**src/rtl/ram_word_bridge.sv**
```systemverilog
// Word-to-byte RAM bridge: splits each 16-bit request into two byte accesses (low, then high)
// on a byte-wide RAM port, each held for WAIT_CYCLES cycles, then strobes a registered response.
module ram_word_bridge #(
  parameter int WAIT_CYCLES = 2
) (
  input  logic        clk,
  input  logic        reset,
  input  logic        req_valid,
  input  logic        req_write,
  input  logic [15:0] req_addr,
  input  logic [15:0] req_wdata,
  output logic        req_ready,
  output logic        resp_valid,
  output logic [15:0] resp_rdata,
  output logic        mem_en,
  output logic        mem_we,
  output logic [15:0] mem_addr,
  output logic [7:0]  mem_wdata,
  input  logic [7:0]  mem_rdata
);

  typedef enum logic [1:0] {IDLE, LO, HI, RESP} state_t;

  localparam logic [3:0] LAST = 4'(WAIT_CYCLES - 1);

  state_t      state, state_nx;
  logic [3:0]  cnt, cnt_nx;
  logic        accept, last, en_nx, write_nx;
  logic [15:0] addr_q, wdata_q, maddr_nx;
  logic        write_q;
  logic [7:0]  rdata_lo, mwdata_nx;

  // Every output is registered from the next-state values, so the memory port
  // changes on the same edge the state does.
  always_comb begin
    state_nx  = state;
    cnt_nx    = cnt;
    accept    = 1'b0;
    last      = (cnt == LAST);
    maddr_nx  = mem_addr;
    mwdata_nx = mem_wdata;
    write_nx  = write_q;
    case (state)
      IDLE: if (req_valid) begin
        accept    = 1'b1;
        state_nx  = LO;
        cnt_nx    = '0;
        maddr_nx  = req_addr;
        mwdata_nx = req_wdata[7:0];
        write_nx  = req_write;
      end
      LO: if (last) begin
        state_nx  = HI;
        cnt_nx    = '0;
        maddr_nx  = addr_q + 16'd1;  // wraps 0xFFFF -> 0x0000
        mwdata_nx = wdata_q[15:8];
      end else cnt_nx = cnt + 4'd1;
      HI: if (last) begin
        state_nx = RESP;
        cnt_nx   = '0;
      end else cnt_nx = cnt + 4'd1;
      RESP:    state_nx = IDLE;
      default: state_nx = IDLE;
    endcase
    en_nx = (state_nx == LO) || (state_nx == HI);
  end

  always_ff @(posedge clk or posedge reset) begin
    if (reset) begin
      state      <= IDLE;
      cnt        <= '0;
      addr_q     <= '0;
      wdata_q    <= '0;
      write_q    <= 1'b0;
      rdata_lo   <= '0;
      req_ready  <= 1'b1;
      resp_valid <= 1'b0;
      resp_rdata <= '0;
      mem_en     <= 1'b0;
      mem_we     <= 1'b0;
      mem_addr   <= '0;
      mem_wdata  <= '0;
    end else begin
      state      <= state_nx;
      cnt        <= cnt_nx;
      req_ready  <= (state_nx == IDLE);
      resp_valid <= (state_nx == RESP);
      mem_en     <= en_nx;
      mem_we     <= en_nx & write_nx;
      mem_addr   <= maddr_nx;
      mem_wdata  <= mwdata_nx;
      if (accept) begin
        addr_q  <= req_addr;
        wdata_q <= req_wdata;
        write_q <= req_write;
      end
      if (state == LO && last && !write_q) rdata_lo <= mem_rdata;
      // Response word only changes on entry to RESP, so it holds between responses.
      if (state == HI && last) resp_rdata <= write_q ? wdata_q : {mem_rdata, rdata_lo};
    end
  end

endmodule

```
**config.mk**
```make
export PLATFORM = sky130hd
export DESIGN_NAME = ram_word_bridge
export DESIGN_NICKNAME = d
export VERILOG_FILES = /design/src/rtl/ram_word_bridge.sv
export SDC_FILE = /design/constraint.sdc
export NUM_CORES = 1
export LEC_CHECK = 0
export ABC_AREA = 1
export CAP_MARGIN = 10
export CORE_UTILIZATION = 51
export CTS_CLUSTER_SIZE = 8
export DETAILED_ROUTE_END_ITERATION = 12
export PLACE_DENSITY = 0.77
export SYNTH_ARGS = -nofsm -noshare
export SYNTH_HDL_FRONTEND = slang
export SYNTH_SLANG_ARGS = --single-unit
```
**constraint.sdc**
```tcl
create_clock -name clk -period 3.25 [get_ports clk]
set_input_delay 0.325 -clock clk [delete_from_list [all_inputs] [get_ports clk]]
set_output_delay 0.325 -clock clk [all_outputs]
set_load 0.1 [all_outputs]
```
==> impl_metrics.ini, run 1 <==
[timing]
slew_headroom_pct = 34.6
slew_violations = 0
rsz0062_at_grt = false
skew_ns = 0.0107
layout_min_cycle_time_ns = 2.55
finalSetupViolCount = 0
tns_ns = 0
fmax_ghz = 0.392
tightestPinTransition_ns = 0.978
hold_viol_final = 0
finalCritPeriodShare_pct = 78.5

[cells_and_area]
final_common_cell = nand2_1
area_growth_pct = 26.1
layout.nets = 668
layout.cells.most_common_list = nand2_1 (191), dfrtp_1 (90), clkdlybuf4s50_1 (87)
drive_gt1_share_pct = 4.66
antenna_cells = 0

[clock_network]
cts_root_buf = clkbuf_8
clockBufferDepth = 2
cts_tree = yes
cts_hold_buf = 0
cts_buffers = 9
clock_latency_ns = 0.36
htreeDepth = 3
cts_resized = 0
clkTransAtPathRegs_ns = 0.09
cts_sinks = 91
post_cts_buffers = 0

[setup_path]
critPathKind = flip-flop to flip-flop
cp.arrival_ns = 2.81
critPathMaxFanout = 26
path_buf_inv = 2
endpoint_kind = flip-flop
slowest_stage = clkinv_1
max_stage_delay_ns = 0.78
start_kind = flip-flop
crit_required_ns = 3.51
path_cells = inv_1 -> ha_1 -> nand2_1 -> clkinv_1 -> o21ai_0
path_delay_family = buffers and inverters

[worst_hold_path]
hold_path.class = input pin to async pin

[placed_design]
place_hpwl_mm = 7.24
numPortBuffers = 87
gp_congestion = 0.916

[floorplanning]
die_area_sq_um = 8860
rows = 33
core-area_sq_um = 8220
die_w_um = 94.1
die_height_um = 94.1
num_io_pins = 88
initial_core_util_pct = 52.7

[drt]
num_vias = 3888
post-route-drc-count = 0
viasPerCell = 5.35
postRouteAntennaNets = 0
drt-pass1-iter-count = 5
routed_wl_mm = 10.6
drt-initial-drc-count = 220
routedWlPerCell_um = 14.6

[global_route]
antenna_found_initial = 0
grt_pass1_wl_mm = 17.1
grt_overflow_total = 0
grt_usage_pct = 25.4
grt_start_max_net_pins = 55
grt_pass1_vias = 3569

[logic_synthesis]
ys_ff_latch = 91
yosysWarnings = 0
synth_edf_count = 0
synth_area_sq_um = 4330
synth.yosys.seq_area_share_pct = 52.7
ys.flop_type = dfrtp_1
synth_top_area_share_pct = 52.1
yosys.area.top_type = dfrtp_1
ys_top_cells_by_area = dfrtp_1 (52%), nand2_1 (17%), o21ai_0 (5.4%)
synthArstFlopShare_pct = 100
syn_inst = 537
syn_nets = 588
synthDistinctLibCells = 27
avgSynthCellArea_sq_um = 8.06

[job]
drv_cap = 0

[status]
status = finished, final reports clean
Yosys cell counts, types with 2 or more instances:
cell type  number
a21oi_1        19
a31oi_1         9
buf_2          13
buf_6           3
clkbuf_1        6
dfrtp_1        90
ha_1            7
inv_1          41
nand2_1       191
nand2_2         2
nand3_1        27
nand3b_1        3
nand4_1         4
nor2_1         43
nor2_2          3
o21a_1         16
o21ai_0        47
xor2_1          4
cell type report:
cell class                 instances  area, sq um
fill                             693         2760
sequential                        91         2280
multi-input combinational        380         1760
timing repair buffer              91          913
inverter                          44          169
clock buffer                      12          155
tap                              105          131
clock inverter                     4         48.8
cell families (layout without fill, tap and decap cells):
| group | Yosys count | count (layout) | share of synthesized area [%] |
|---|---|---|---|
| DFF | 91 | 91 | 52.7 |
| adders and majority gates | 7 | 7 | 2.02 |
| and+or+nand+nor | 275 | 275 | 25.7 |
| xor gates and xnor gates | 5 | 5 | 1.01 |
| AOI/OAI and AO/OA | 93 | 93 | 12.0 |
| buffers and inverters | 66 | 151 | 6.68 |
metal layers:
metal / vias to the layer above / GRT usage (%) / share of wire, %
met1: 1860 / 35.0 / 44
li1: 1869 / - / -
met2: 145 / 40.7 / 49
met5: - / 0 / 0
met4: 0 / 8.59 / 1.8
met3: 14 / 4.45 / 5.9
stage by stage:
step	util, %	hold slack [ns]	worst slack [ns]	instances	area [sq um]
3_5_place_dp	63.9	0.465	0.706	711	5250
2_1_floorplan	-	0.435	0.563	537	4330
5_1_grt	66.4	0.510	0.435	727	5460
4_1_cts	66.4	0.495	0.699	727	5460
3_3_place_gp	63.9	0.466	0.822	711	5250
6_report	66.4	0.457	0.698	727	5460
registers in the layout (all words and copies together) (netlist names):
| register | cells |
|---|---|
| addr_q | 16 |
| cnt | 4 |
| mem_addr | 16 |
| mem_en | 1 |
| mem_wdata | 8 |
| mem_we | 1 |
| rdata_lo | 8 |
| req_ready | 1 |
| resp_rdata | 16 |
| resp_valid | 1 |
| state | 2 |
| wdata_q | 16 |
| write_q | 1 |
worst paths after layout:
path / startpoint / end / slack, ns / cells after the start
worst min register to register: mem_addr[10] / mem_addr[10] / 0.49 / 2
min in group clk: mem_addr[10] / mem_addr[10] / 0.49 / 2
max in group asynchronous: reset / mem_wdata[2] / 2.08 / 3
worst max-delay path: state[0] / addr_q[7] / 0.70 / 5
worst max register to register: state[0] / addr_q[7] / 0.70 / 5
worst min-delay path: reset / cnt[0] / 0.46 / 2
Power of run 1 is left out: the tool's default activity adds up to more than one toggle a clock period on the data nets, which glitch-free logic cannot reach.
==> run 2, diff against run 1 <==
--- a/config.mk
+++ b/config.mk
@@ -7,10 +7,10 @@
 export LEC_CHECK = 0
 export ABC_AREA = 1
 export CAP_MARGIN = 10
-export CORE_UTILIZATION = 51
+export CORE_UTILIZATION = 46
 export CTS_CLUSTER_SIZE = 8
 export DETAILED_ROUTE_END_ITERATION = 12
-export PLACE_DENSITY = 0.77
+export PLACE_DENSITY = 0.74
 export SYNTH_ARGS = -nofsm -noshare
 export SYNTH_HDL_FRONTEND = slang
 export SYNTH_SLANG_ARGS = --single-unit
==> constraint.sdc (replaced) <==
create_clock -name clk -period 2.1 [get_ports clk]
set_input_delay 0.21 -clock clk [delete_from_list [all_inputs] [get_ports clk]]
set_output_delay 0.21 -clock clk [all_outputs]
set_load 0.1 [all_outputs]
==> run 2 against run 1 <==
Against the previous run:
- worst setup slack worse by 0.51 ns
- final cell count rose by 1.8%
- register-to-register slack worse by 0.51 ns
- clock skew shrank 0.0022 ns
- wire length down 2.6%
- die area rose by 11%
- non-clock buffer count rose by 7
- via count decreased by 0.69%
- critical path type unchanged
==> impl_metrics.ini, run 2 (synthesis gave the netlist of run 1 again) <==
[placed_design]
numPortBuffers = 87
dp.cells = 724
dp_slack_ns = 0.227
place_hpwl_mm = 7.36
gp_congestion = 0.846

[timing]
tightestPinTransition_ns = 0.412
skew_ns = 0.00853
layout_min_cycle_time_ns = 1.91
slew_violations = 0
finalCritPeriodShare_pct = 91.1
layout_setup_ws_ns = 0.188
finalSetupViolCount = 0
fmax_ghz = 0.523
tns_ns = 0
slew_headroom_pct = 72.5
hold_viol_final = 0
rsz0062_at_grt = false

[cells_and_area]
final_common_cell = nand2_1
area_growth_pct = 25.5
antenna_cells = 0
layout.cells.most_common_list = nand2_1 (191), dfrtp_1 (90), buf_4 (54)
drive_gt1_share_pct = 12.7
layout.nets = 675
instances_no_fill = 740

[setup_path]
cp.arrival_ns = 2.17
r2r-start = state[0]
slowest_stage = dfrtp_1
path_cells = inv_1 -> ha_1 -> inv_1 -> nand2_1 -> nand2_1 -> nand2_4 -> buf_4 -> a21oi_1 -> nand2_1 -> nand2_1
r2r_cells = 10
r2r_slack_ns = 0.19
crit_required_ns = 2.36
critPathMaxFanout = 15
endpoint_kind = flip-flop
cpMostUsedCell = nand2_1
critPathKind = flip-flop to flip-flop
r2r_end = mem_addr[13]
max_stage_delay_ns = 0.42
start_kind = flip-flop

[floorplanning]
die_area_sq_um = 9800
initial_core_util_pct = 47.0
rows = 35
num_io_pins = 88
core-area_sq_um = 9200
die_height_um = 99.0
die_w_um = 99.0

[clock_network]
cts_hold_buf = 0
clkTransAtPathRegs_ns = 0.09
cts_sinks = 91
post_cts_buffers = 0
htreeDepth = 3
cts_buffers = 9
cts_root_buf = clkbuf_8
cts_resized = 0
cts_tree = yes
clock_latency_ns = 0.36
clockBufferDepth = 2

[drt]
routedWlPerCell_um = 14.0
num_vias = 3861
routed_wl_mm = 10.4
viasPerCell = 5.22
drt-initial-drc-count = 181
drt-pass1-iter-count = 5
post-route-drc-count = 0
postRouteAntennaNets = 0

[global_route]
use_met3_pct = 4.18
gr-usage-met2_pct = 41.0
grt_start_max_net_pins = 68
grt_usage_pct = 23.0
grt_pass1_vias = 3818
grt_overflow_total = 0
antenna_found_initial = 0
grt_pass1_wl_mm = 17.8
busiest_layer = met2
met1_usage_pct = 28.2

[worst_hold_path]
hold_path.class = input pin to async pin

[job]
drv_cap = 0

[status]
status = finished, final reports clean
==> run 2: cell count changes in the layout (fill, tap and decap cells not counted) <==
cell | before | now
inv_6 | 0 | 1
clkinv_2 | 3 | 0
bufinv_16 | 1 | 2
buf_4 | 3 | 54
clkdlybuf4s50_1 | 87 | 43
clkbuf_8 | 11 | 10
clkinvlp_4 | 0 | 2
==> run 2: final cells by class <==
cell class | instances | area (sq um)
clock inverter | 5 | 85.1
multi-input combinational | 380 | 1760
inverter | 44 | 171
timing repair buffer | 98 | 856
fill | 835 | 3770
tap | 111 | 139
sequential | 91 | 2280
clock buffer | 11 | 141
==> run 2: worst max path at each step <==
stage / start / to / slack, ns / cells after the start
after CTS: state[0] / mem_addr[13] / 0.20 / 10
after detailed placement: state[0] / mem_addr[13] / 0.23 / 10
after global routing: state[0] / mem_addr[15] / 0.002 / 10
final: state[0] / mem_addr[13] / 0.19 / 10
after floorplan: state[0] / mem_wdata[0] / 0.54 / 10
after global placement: state[0] / mem_addr[15] / 0.37 / 10
==> run 2: stage by stage <==
stage	utilization, %	instance area, sq um	hold slack [ns]
3_5_place_dp	56.6	5200	0.467
3_3_place_gp	56.6	5200	0.467
4_1_cts	59.0	5430	0.313
6_report	59.0	5430	0.306
5_1_grt	59.0	5430	0.339
2_1_floorplan	-	4330	0.320
==> run 2: metal layers <==
metal	wire length [um]	vias up
met5	0	-
met4	164	0
met3	620	17
met2	5020	118
met1	4540	1850
li1	-	1876
==> run 2: worst max-delay path: cells and delay by family, from the launching register on <==
kind            cells  cell delay [ns]
flops               1             0.42
simple gates        5             0.53
fa+ha+maj           1             0.31
buf+inv             3             0.50
compound gates      1             0.05
Power of run 2 is left out for the same reason.
